[src/rtl/mem_arbiter.sv]
// mem_arbiter: shares one memory port between instruction fetch and data
// load/store. One outstanding transaction, round-robin on contention, and a
// WAIT-state response timeout so a hung memory cannot stall the core forever.
module mem_arbiter #(
   parameter int unsigned AW      = 32,
   parameter int unsigned DW      = 32,
   parameter int unsigned TIMEOUT = 255
) (
   input  logic            i_clk,
   input  logic            i_rst_n,
   // instruction fetch port
   input  logic            i_if_req,
   input  logic [AW-1:0]   i_if_addr,
   output logic            o_if_gnt,
   output logic            o_if_rvalid,
   output logic [DW-1:0]   o_if_rdata,
   output logic            o_if_err,
   // data port
   input  logic            i_d_req,
   input  logic            i_d_we,
   input  logic [AW-1:0]   i_d_addr,
   input  logic [DW-1:0]   i_d_wdata,
   input  logic [DW/8-1:0] i_d_wstrb,
   output logic            o_d_gnt,
   output logic            o_d_rvalid,
   output logic [DW-1:0]   o_d_rdata,
   output logic            o_d_err,
   // memory port
   output logic            o_m_req,
   output logic            o_m_we,
   output logic [AW-1:0]   o_m_addr,
   output logic [DW-1:0]   o_m_wdata,
   output logic [DW/8-1:0] o_m_wstrb,
   input  logic            i_m_gnt,
   input  logic            i_m_rvalid,
   input  logic [DW-1:0]   i_m_rdata,
   // status
   output logic            o_busy
);

   localparam int unsigned CW    = (TIMEOUT == 0) ? 1 : $clog2(TIMEOUT + 1);
   localparam bit          TO_EN = (TIMEOUT != 0);
   localparam logic        OWN_IF = 1'b0;
   localparam logic        OWN_D  = 1'b1;

   typedef enum logic [1:0] {
      S_IDLE  = 2'd0,
      S_ISSUE = 2'd1,
      S_WAIT  = 2'd2
   } state_t;

   state_t          state;
   logic            last_owner;   // owner of the current / most recent transaction
   logic [CW-1:0]   cnt;

   logic            sel_d;
   logic            to_hit;
   logic            rsp_ok;
   logic            rsp_to;
   logic            rsp_fire;

   // Owner selection and response qualification for the current cycle
   always_comb begin
      sel_d    = i_d_req & (~i_if_req | (last_owner == OWN_IF));
      to_hit   = TO_EN && (cnt == CW'(TIMEOUT));
      rsp_ok   = ((state == S_ISSUE) & i_m_gnt & i_m_rvalid) |
                 ((state == S_WAIT) & i_m_rvalid);
      rsp_to   = (state == S_WAIT) & ~i_m_rvalid & to_hit;
      rsp_fire = rsp_ok | rsp_to;
   end

   // Arbiter FSM with registered grant, memory-request and response outputs
   always_ff @(posedge i_clk or negedge i_rst_n) begin
      if (!i_rst_n) begin
         state       <= S_IDLE;
         last_owner  <= OWN_IF;
         cnt         <= '0;
         o_if_gnt    <= 1'b0;
         o_if_rvalid <= 1'b0;
         o_if_rdata  <= '0;
         o_if_err    <= 1'b0;
         o_d_gnt     <= 1'b0;
         o_d_rvalid  <= 1'b0;
         o_d_rdata   <= '0;
         o_d_err     <= 1'b0;
         o_m_req     <= 1'b0;
         o_m_we      <= 1'b0;
         o_m_addr    <= '0;
         o_m_wdata   <= '0;
         o_m_wstrb   <= '0;
         o_busy      <= 1'b0;
      end else begin
         // pulses default low every cycle
         o_if_gnt    <= 1'b0;
         o_d_gnt     <= 1'b0;
         o_if_rvalid <= 1'b0;
         o_d_rvalid  <= 1'b0;
         o_if_err    <= 1'b0;
         o_d_err     <= 1'b0;

         // deliver a response to whoever owns the transaction
         if (rsp_fire) begin
            if (last_owner == OWN_D) begin
               o_d_rvalid <= 1'b1;
               o_d_err    <= rsp_to;
               if (!rsp_to && !o_m_we) begin
                  o_d_rdata <= i_m_rdata;
               end
            end else begin
               o_if_rvalid <= 1'b1;
               o_if_err    <= rsp_to;
               if (!rsp_to) begin
                  o_if_rdata <= i_m_rdata;
               end
            end
         end

         case (state)
            S_IDLE: begin
               if (i_if_req || i_d_req) begin
                  last_owner <= sel_d;
                  o_m_req    <= 1'b1;
                  o_busy     <= 1'b1;
                  state      <= S_ISSUE;
                  if (sel_d) begin
                     o_d_gnt   <= 1'b1;
                     o_m_we    <= i_d_we;
                     o_m_addr  <= i_d_addr;
                     o_m_wdata <= i_d_wdata;
                     o_m_wstrb <= i_d_wstrb;
                  end else begin
                     o_if_gnt  <= 1'b1;
                     o_m_we    <= 1'b0;
                     o_m_addr  <= i_if_addr;
                     o_m_wdata <= '0;
                     o_m_wstrb <= '0;
                  end
               end
            end

            S_ISSUE: begin
               // no timeout here: memory may stall the grant indefinitely
               if (i_m_gnt) begin
                  o_m_req <= 1'b0;
                  cnt     <= '0;
                  if (i_m_rvalid) begin
                     state  <= S_IDLE;
                     o_busy <= 1'b0;
                  end else begin
                     state  <= S_WAIT;
                  end
               end
            end

            S_WAIT: begin
               if (i_m_rvalid || to_hit) begin
                  state  <= S_IDLE;
                  o_busy <= 1'b0;
               end else begin
                  cnt <= cnt + CW'(1);
               end
            end

            default: begin
               state  <= S_IDLE;
               o_busy <= 1'b0;
            end
         endcase
      end
   end

endmodule

[config.mk]
export PLATFORM = sky130hd
export DESIGN_NAME = mem_arbiter
export DESIGN_NICKNAME = d
export VERILOG_FILES = /design/src/rtl/mem_arbiter.sv
export SDC_FILE = /design/constraint.sdc
export NUM_CORES = 1
export LEC_CHECK = 0
export BUFFER_PORTS_ARGS = -buffer_cell sky130_fd_sc_hd__buf_2
export CORE_MARGIN = 4
export CORE_UTILIZATION = 45
export DETAILED_ROUTE_END_ITERATION = 7
export PLACE_DENSITY = 0.78
export SKIP_CTS_REPAIR_TIMING = 1
export SLEW_MARGIN = 10
export SYNTH_ARGS = -nofsm -noshare
export SYNTH_HDL_FRONTEND = slang
export SYNTH_SLANG_ARGS = --single-unit
[constraint.sdc]
create_clock -name i_clk -period 3 [get_ports i_clk]
set_clock_uncertainty 0.15 [all_clocks]
set_input_delay 0.45 -clock i_clk [delete_from_list [all_inputs] [get_ports i_clk]]
set_output_delay 0.45 -clock i_clk [all_outputs]
set_load 0.01 [all_outputs]
==> results.sh, run 1 <==
export IMPL_die_h_um=123
export IMPL_cp_start_kind="register"
export IMPL_diodes=0
export IMPL_synth_common_cells="dfrtp_1 (152), mux2_1 (64), a22o_1 (37), and3_1 (27), a221o_1 (23)"
export IMPL_pwr_share_seq_pct=41.0
export IMPL_slowest_stage="dfrtp_1"
export IMPL_ir_drop_mv=0.365
export IMPL_run_status="finished clean"
export IMPL_syn_nets=564
export IMPL_pin_count=280
export IMPL_fin_ws_ns=0.590
export IMPL_synth_top_area_share_pct=63.6
export IMPL_synth_ff_type="dfrtp_1"
export IMPL_portBuffers=279
export IMPL_hp_class="in2reg"
export IMPL_antenna_found_initial=0
export IMPL_timing_rr_start="state[1]$_DFFE_PN0P_"
export IMPL_clock_root_buffer="clkbuf_16"
export IMPL_setup_viol=0
export IMPL_cp_num_buf_inv=1
export IMPL_cts_buffer_depth=2
export IMPL_core_area_sq_um=12800
export IMPL_tns_ns=0
export IMPL_dp_slack_ns=0.608
export IMPL_power_leakage_nw=4.32
export IMPL_first_pass_iters=4
export IMPL_grt_max_degree=86
export IMPL_critPathTopFamily="simple AND/OR/NAND/NOR gates"
export IMPL_synth_cell_types=40
export IMPL_start_util_pct=46.7
export IMPL_drc=0
export IMPL_drive_above_1_share_pct=45.8
export IMPL_grt_overflow_total=0
export IMPL_power_frac_comb_pct=31.1
export IMPL_relSlewSlack_pct=38.0
export IMPL_power_density_nw_per_um2=1010
export IMPL_finalCritPeriodShare_pct=80.3
export IMPL_numClockSinks=152
export IMPL_dp_final_hpwl_mm=12.0
export IMPL_grtUsageTotal_pct=20.8
export IMPL_crit_chain="nand3b_1 > a21boi_2 > nor2b_2 > buf_4 > mux2_1"
export IMPL_yosysWarningCount=0
export IMPL_synth_most_common_cell="dfrtp_1"
export IMPL_tightest_slew_ns=0.929
export IMPL_wl_per_cell_um=18.1
export IMPL_hold_viol_final=0
export IMPL_synth_edf_count=0
export IMPL_area_delta_synth_final_pct=36.5
export IMPL_finalWirelength_mm=16.0
export IMPL_htreeDepth=4
export IMPL_grt_pass1_wl_mm=24.5
export IMPL_finalMaxSlewViolations=0
export IMPL_die_w_um=123
export IMPL_p_int_mw=5.63
export IMPL_clk_latency_ns=0.40
export IMPL_syn_area_per_cell_sq_um=14.1
export IMPL_yosysSeqAreaShare_pct=63.6
export IMPL_gp_congestion=0.810
export IMPL_post_route_min_period_ns=2.41
export IMPL_synth_cells=424
export IMPL_p_sw_mw=2.65
export IMPL_antenna_left=0
export IMPL_maxCapViolCount=0
export IMPL_required_ns=3.12
export IMPL_ys_ff_latch=152
export IMPL_cp_end_kind="register"
export IMPL_tritoncts="yes"
export IMPL_sw_frac_of_total_pct=32.0
export IMPL_clk_pin_slew_ns=0.06
export IMPL_worstPathArrival_ns=2.53
export IMPL_min_from="i_m_gnt"
export IMPL_cp_max_fo=32
export IMPL_yosysTopAreaCell="dfrtp_1"
export IMPL_async_reset_ff_share_pct=100
export IMPL_fmax_ghz=0.415
export IMPL_nNetsFinal=841
export IMPL_worstSetupStartpoint="state[1]$_DFFE_PN0P_"
export IMPL_grt_pass1_vias=4784
export IMPL_n_fill_cell=1010
export IMPL_synthTopCellsByArea="dfrtp_1 (64%), mux2_1 (12%), a22o_1 (5.4%)"
export IMPL_rows=41
export IMPL_fp_dieArea_sq_um=15200
export IMPL_pwr_share_clk_pct=27.9
export IMPL_syn_cell_area_sq_um=5980
export IMPL_post_route_util_pct=63.7
export IMPL_cts_made_buffers=17
export IMPL_drt_iter0_markers=252
export IMPL_via_per_inst=5.28
export IMPL_vias=4671
export IMPL_grt_setup_unrepaired="no"
export IMPL_crit_type="reg2reg"
export IMPL_slowest_delay_ns=0.43
## area by class of cell
type	count	area (sq um)	area share, %
repair buffers	288	1490	18.2
inverters	3	11.3	0.138
flip-flops and latches	152	3800	46.5
clock buffers	19	443	5.42
well taps	172	215	2.63
clock inverters	11	196	2.40
multi-input cells	239	2020	24.7
## state kept, by name, summed over array words and instances, names as in the netlist, 2 cells and up
name and cells:
o_d_rdata 32, o_if_rdata 32, o_m_addr 32, o_m_wdata 32, cnt 8, o_m_wstrb 4, state 2
## cells by family (layout without fill, tap and decap cells)
logic type | after synthesis | count (layout) | synth area share, %
AOI/OAI and AO/OA | 92 | 92 | 12.9
muxes | 74 | 74 | 13.7
DFF | 152 | 152 | 63.6
adders and majority gates | 1 | 1 | 0.209
and+or+nand+nor | 72 | 72 | 6.69
buffers and inverters | 33 | 321 | 2.91
## routing by layer
metal  part of all wire (%)  up-vias  track usage, %
li1                       -     2138               -
met1                     40     2292            25.9
met2                     50      223            35.3
met3                    9.1       18            5.81
met4                    1.2        0            6.51
met5                      0        -               0
## worst reg2reg max path, delay by kind of cell (launching register included)
kind                   cells  cell delay (ns)
AO/OA/AOI/OAI              1             0.31
AND/OR/NAND/NOR            2             0.58
flip-flops                 1             0.43
multiplexers               1             0.41
buffers and inverters      1             0.39
## metrics by stage
stage | hold WS (ns) | instance area (sq um) | instances | total power [mW]
finish | 0.107 | 8170 | 884 | 8.28
global route | 0.0967 | 8170 | 884 | 8.77
CTS | -0.0257 | 8160 | 883 | 8.37
detailed placement | 0.320 | 7520 | 853 | 6.03
global placement | 0.312 | 7520 | 853 | 5.91
floorplan | 0.00441 | 5980 | 424 | 4.71
## power groups by stage
stage               Combinational [mW]  Sequential, mW  Clock (mW)
CTS                               2.63            3.40        2.35
global route                      2.83            3.50        2.44
finish                            2.58            3.39        2.31
detailed placement                2.63            3.40           0
floorplan                        0.966            3.74           0
global placement                  2.53            3.38           0
## final timing paths
path	endpoint	slack (ns)	depth (start not counted)
min in group asynchronous	o_if_rdata[17]$_DFFE_PN0P_	0.51	2
max in group asynchronous	o_m_wstrb[0]$_DFFE_PN0P_	1.40	3
hold reg to reg	o_if_rdata[12]$_DFFE_PN0P_	0.33	1
setup reg to reg	o_if_rdata[11]$_DFFE_PN0P_	0.59	5
hold / removal	state[0]$_DFFE_PN0P_	0.11	2
setup / recovery	o_if_rdata[11]$_DFFE_PN0P_	0.59	5
## cell usage in the layout (no fill, tap or decap), drive strengths merged, types with 6 or more instances in the layout
cell type / count
a221o: 23
a22o: 37
and3: 27
buf: 287
clkbuf: 19
dfrtp: 152
mux2: 64
mux2i: 10
nand2: 16
nand3: 6
nor2: 6
o21ai: 16
No activity file was read; power rests on OpenSTA's default activity.
==> inputs of run 2 (changes only) <==
==> constraint.sdc (replaced) <==
create_clock -name i_clk -period 2.3 [get_ports i_clk]
set_clock_uncertainty 0.15 [all_clocks]
set_input_delay 0.345 -clock i_clk [delete_from_list [all_inputs] [get_ports i_clk]]
set_output_delay 0.345 -clock i_clk [all_outputs]
set_load 0.01 [all_outputs]
==> run 2 against run 1 <==
Effect of this change:
- die area is the same
- largest power group unchanged
- critical path type is now in2reg
- register-to-register slack lost 0.33 ns
- first-iteration DRC count shrank 1.6%
- cell count grew 5.0%
==> results.sh, run 2 (synthesized netlist as in run 1, its figures left out) <==
export IMPL_crit_type="in2reg"
export IMPL_whs_ns=0.00189
export IMPL_finalMaxSlewViolations=0
export IMPL_htreeDepth=4
export IMPL_tns_ns=0
export IMPL_reg2reg_depth=5
export IMPL_hp_class="in2reg"
export IMPL_dp_final_hpwl_mm=12.1
export IMPL_die_w_um=123
export IMPL_slowest_delay_ns=0.53
export IMPL_numClockSinks=152
export IMPL_via_per_inst=5.28
export IMPL_grt_max_degree=57
export IMPL_drive_above_1_share_pct=44.0
export IMPL_run_status="finished clean"
export IMPL_wl_per_cell_um=18.5
export IMPL_required_ns=2.51
export IMPL_layout_common_cells="buf_2 (278), dfrtp_1 (152), mux2_1 (64)"
export IMPL_first_pass_iters=5
export IMPL_crit_chain="dlygate4sd3_1 > buf_2 > nor3b_2 > o21ai_4 > a2111oi_0 > a211o_1"
export IMPL_tritoncts="yes"
export IMPL_power_frac_comb_pct=33.0
export IMPL_portBuffers=279
export IMPL_grt_pass1_wl_mm=24.7
export IMPL_n_fill_cell=921
export IMPL_crit_cells=6
export IMPL_slowest_stage="dlygate4sd3_1"
export IMPL_grtUsageTotal_pct=21.2
export IMPL_hold_depth=2
export IMPL_start_util_pct=46.7
export IMPL_fmax_ghz=0.475
export IMPL_grt_setup_unrepaired="no"
export IMPL_regArea_sq_um=3800
export IMPL_pin_count=280
export IMPL_final_common_cell="buf_2"
export IMPL_grt_pass1_vias=4791
export IMPL_worstPathArrival_ns=2.31
export IMPL_fp_dieArea_sq_um=15200
export IMPL_cts_buffer_depth=2
export IMPL_grt_overflow_total=0
export IMPL_cp_end_kind="register"
export IMPL_antenna_left=0
export IMPL_maxCapViolCount=0
export IMPL_power_density_nw_per_um2=1240
export IMPL_post_route_util_pct=66.7
export IMPL_antenna_found_initial=0
export IMPL_cts_made_buffers=17
export IMPL_gp_congestion=0.809
export IMPL_relSlewSlack_pct=39.1
export IMPL_cp_start_kind="input port"
export IMPL_rows=41
export IMPL_cp_max_fo=15
export IMPL_finalWirelength_mm=17.1
export IMPL_hold_viol_final=0
export IMPL_clock_root_buffer="clkbuf_16"
export IMPL_pwr_share_seq_pct=41.9
export IMPL_vias=4900
export IMPL_pwr_share_clk_pct=25.1
export IMPL_ir_drop_mv=0.497
export IMPL_sw_frac_of_total_pct=34.1
export IMPL_area_delta_synth_final_pct=42.8
export IMPL_setup_viol=0
export IMPL_p_int_mw=6.97
export IMPL_multi_input_area_sq_um=2020
export IMPL_power_leakage_nw=4.47
export IMPL_tightest_slew_ns=0.912
export IMPL_clk_pin_slew_ns=0.06
export IMPL_post_route_min_period_ns=2.10
export IMPL_finalCritPeriodShare_pct=91.4
export IMPL_core_area_sq_um=12800
export IMPL_drt_iter0_markers=248
export IMPL_p_sw_mw=3.61
export IMPL_cp_num_buf_inv=2
export IMPL_nNetsFinal=882
export IMPL_clk_latency_ns=0.42
export IMPL_drc=0
export IMPL_critPathTopFamily="compound AO/OA/AOI/OAI gates"
export IMPL_die_h_um=123
## run 2: cell count changes in the layout (fill, tap and decap cells not counted), sizes merged, moves of 2 or more
cell / delta
clkbuf: -2
bufinv: -4
inv: +5
buf: +3
clkinvlp: +2
dlygate4sd3: +38
## run 2: per-stage QoR
step / power, mW / cells / area [sq um] / worst slack, ns
floorplan: 6.14 / 424 / 5980 / 0.467
global placement: 7.73 / 856 / 7580 / 0.290
detailed placement: 7.89 / 856 / 7580 / 0.201
CTS: 10.6 / 888 / 8150 / 0.200
global route: 11.2 / 927 / 8550 / 0.0526
finish: 10.6 / 928 / 8550 / 0.197
## run 2: cell type report
type / count / share of cell area (%)
Antenna cell: 1 / 0.0293
Clock buffer: 17 / 4.98
Clock inverter: 15 / 1.64
Inverter: 3 / 0.132
Multi-Input combinational cell: 239 / 23.7
Sequential cell: 152 / 44.5
Tap cell: 172 / 2.52
Timing Repair Buffer: 329 / 22.5
## run 2: routing by layer
layer / routed length (um) / part of all wire, % / track usage [%] / vias up
met5: 0 / 0 / 0 / -
met4: 221 / 1.3 / 7.27 / 0
met3: 1770 / 10 / 7.87 / 25
met2: 8730 / 51 / 36.3 / 283
met1: 6420 / 37 / 24.6 / 2377
li1: - / - / - / 2215
## run 2: worst register-to-register path, cell delays in order, from the launching register on
cell	delay [ns]
dfrtp_1	0.46
nand2b_1	0.23
a21boi_2	0.22
nor2b_2	0.22
buf_12	0.23
mux2_1	0.39
## run 2: power by group through the flow
stage | sequential [mW] | combinational [mW] | clock [mW]
6_report | 4.43 | 3.49 | 2.66
5_1_grt | 4.55 | 3.79 | 2.84
4_1_cts | 4.42 | 3.48 | 2.72
3_5_place_dp | 4.43 | 3.47 | 0
3_3_place_gp | 4.38 | 3.35 | 0
2_1_floorplan | 4.88 | 1.26 | 0
## run 2: path summary, 6_finish.rpt
check	slack, ns	startpoint	to
worst min register to register	0.33	o_m_req$_DFFE_PN0P_	o_m_req$_DFFE_PN0P_
worst min-delay path	0.002	i_if_addr[7]	o_m_addr[7]$_DFFE_PN0P_
max in group asynchronous	1.09	i_rst_n	o_if_rdata[16]$_DFFE_PN0P_
min in group asynchronous	0.26	i_rst_n	o_if_rdata[14]$_DFFE_PN0P_
worst max-delay path	0.20	i_m_rvalid	cnt[4]$_DFFE_PN0P_
worst max register to register	0.26	state[0]$_DFFE_PN0P_	o_if_rdata[22]$_DFFE_PN0P_
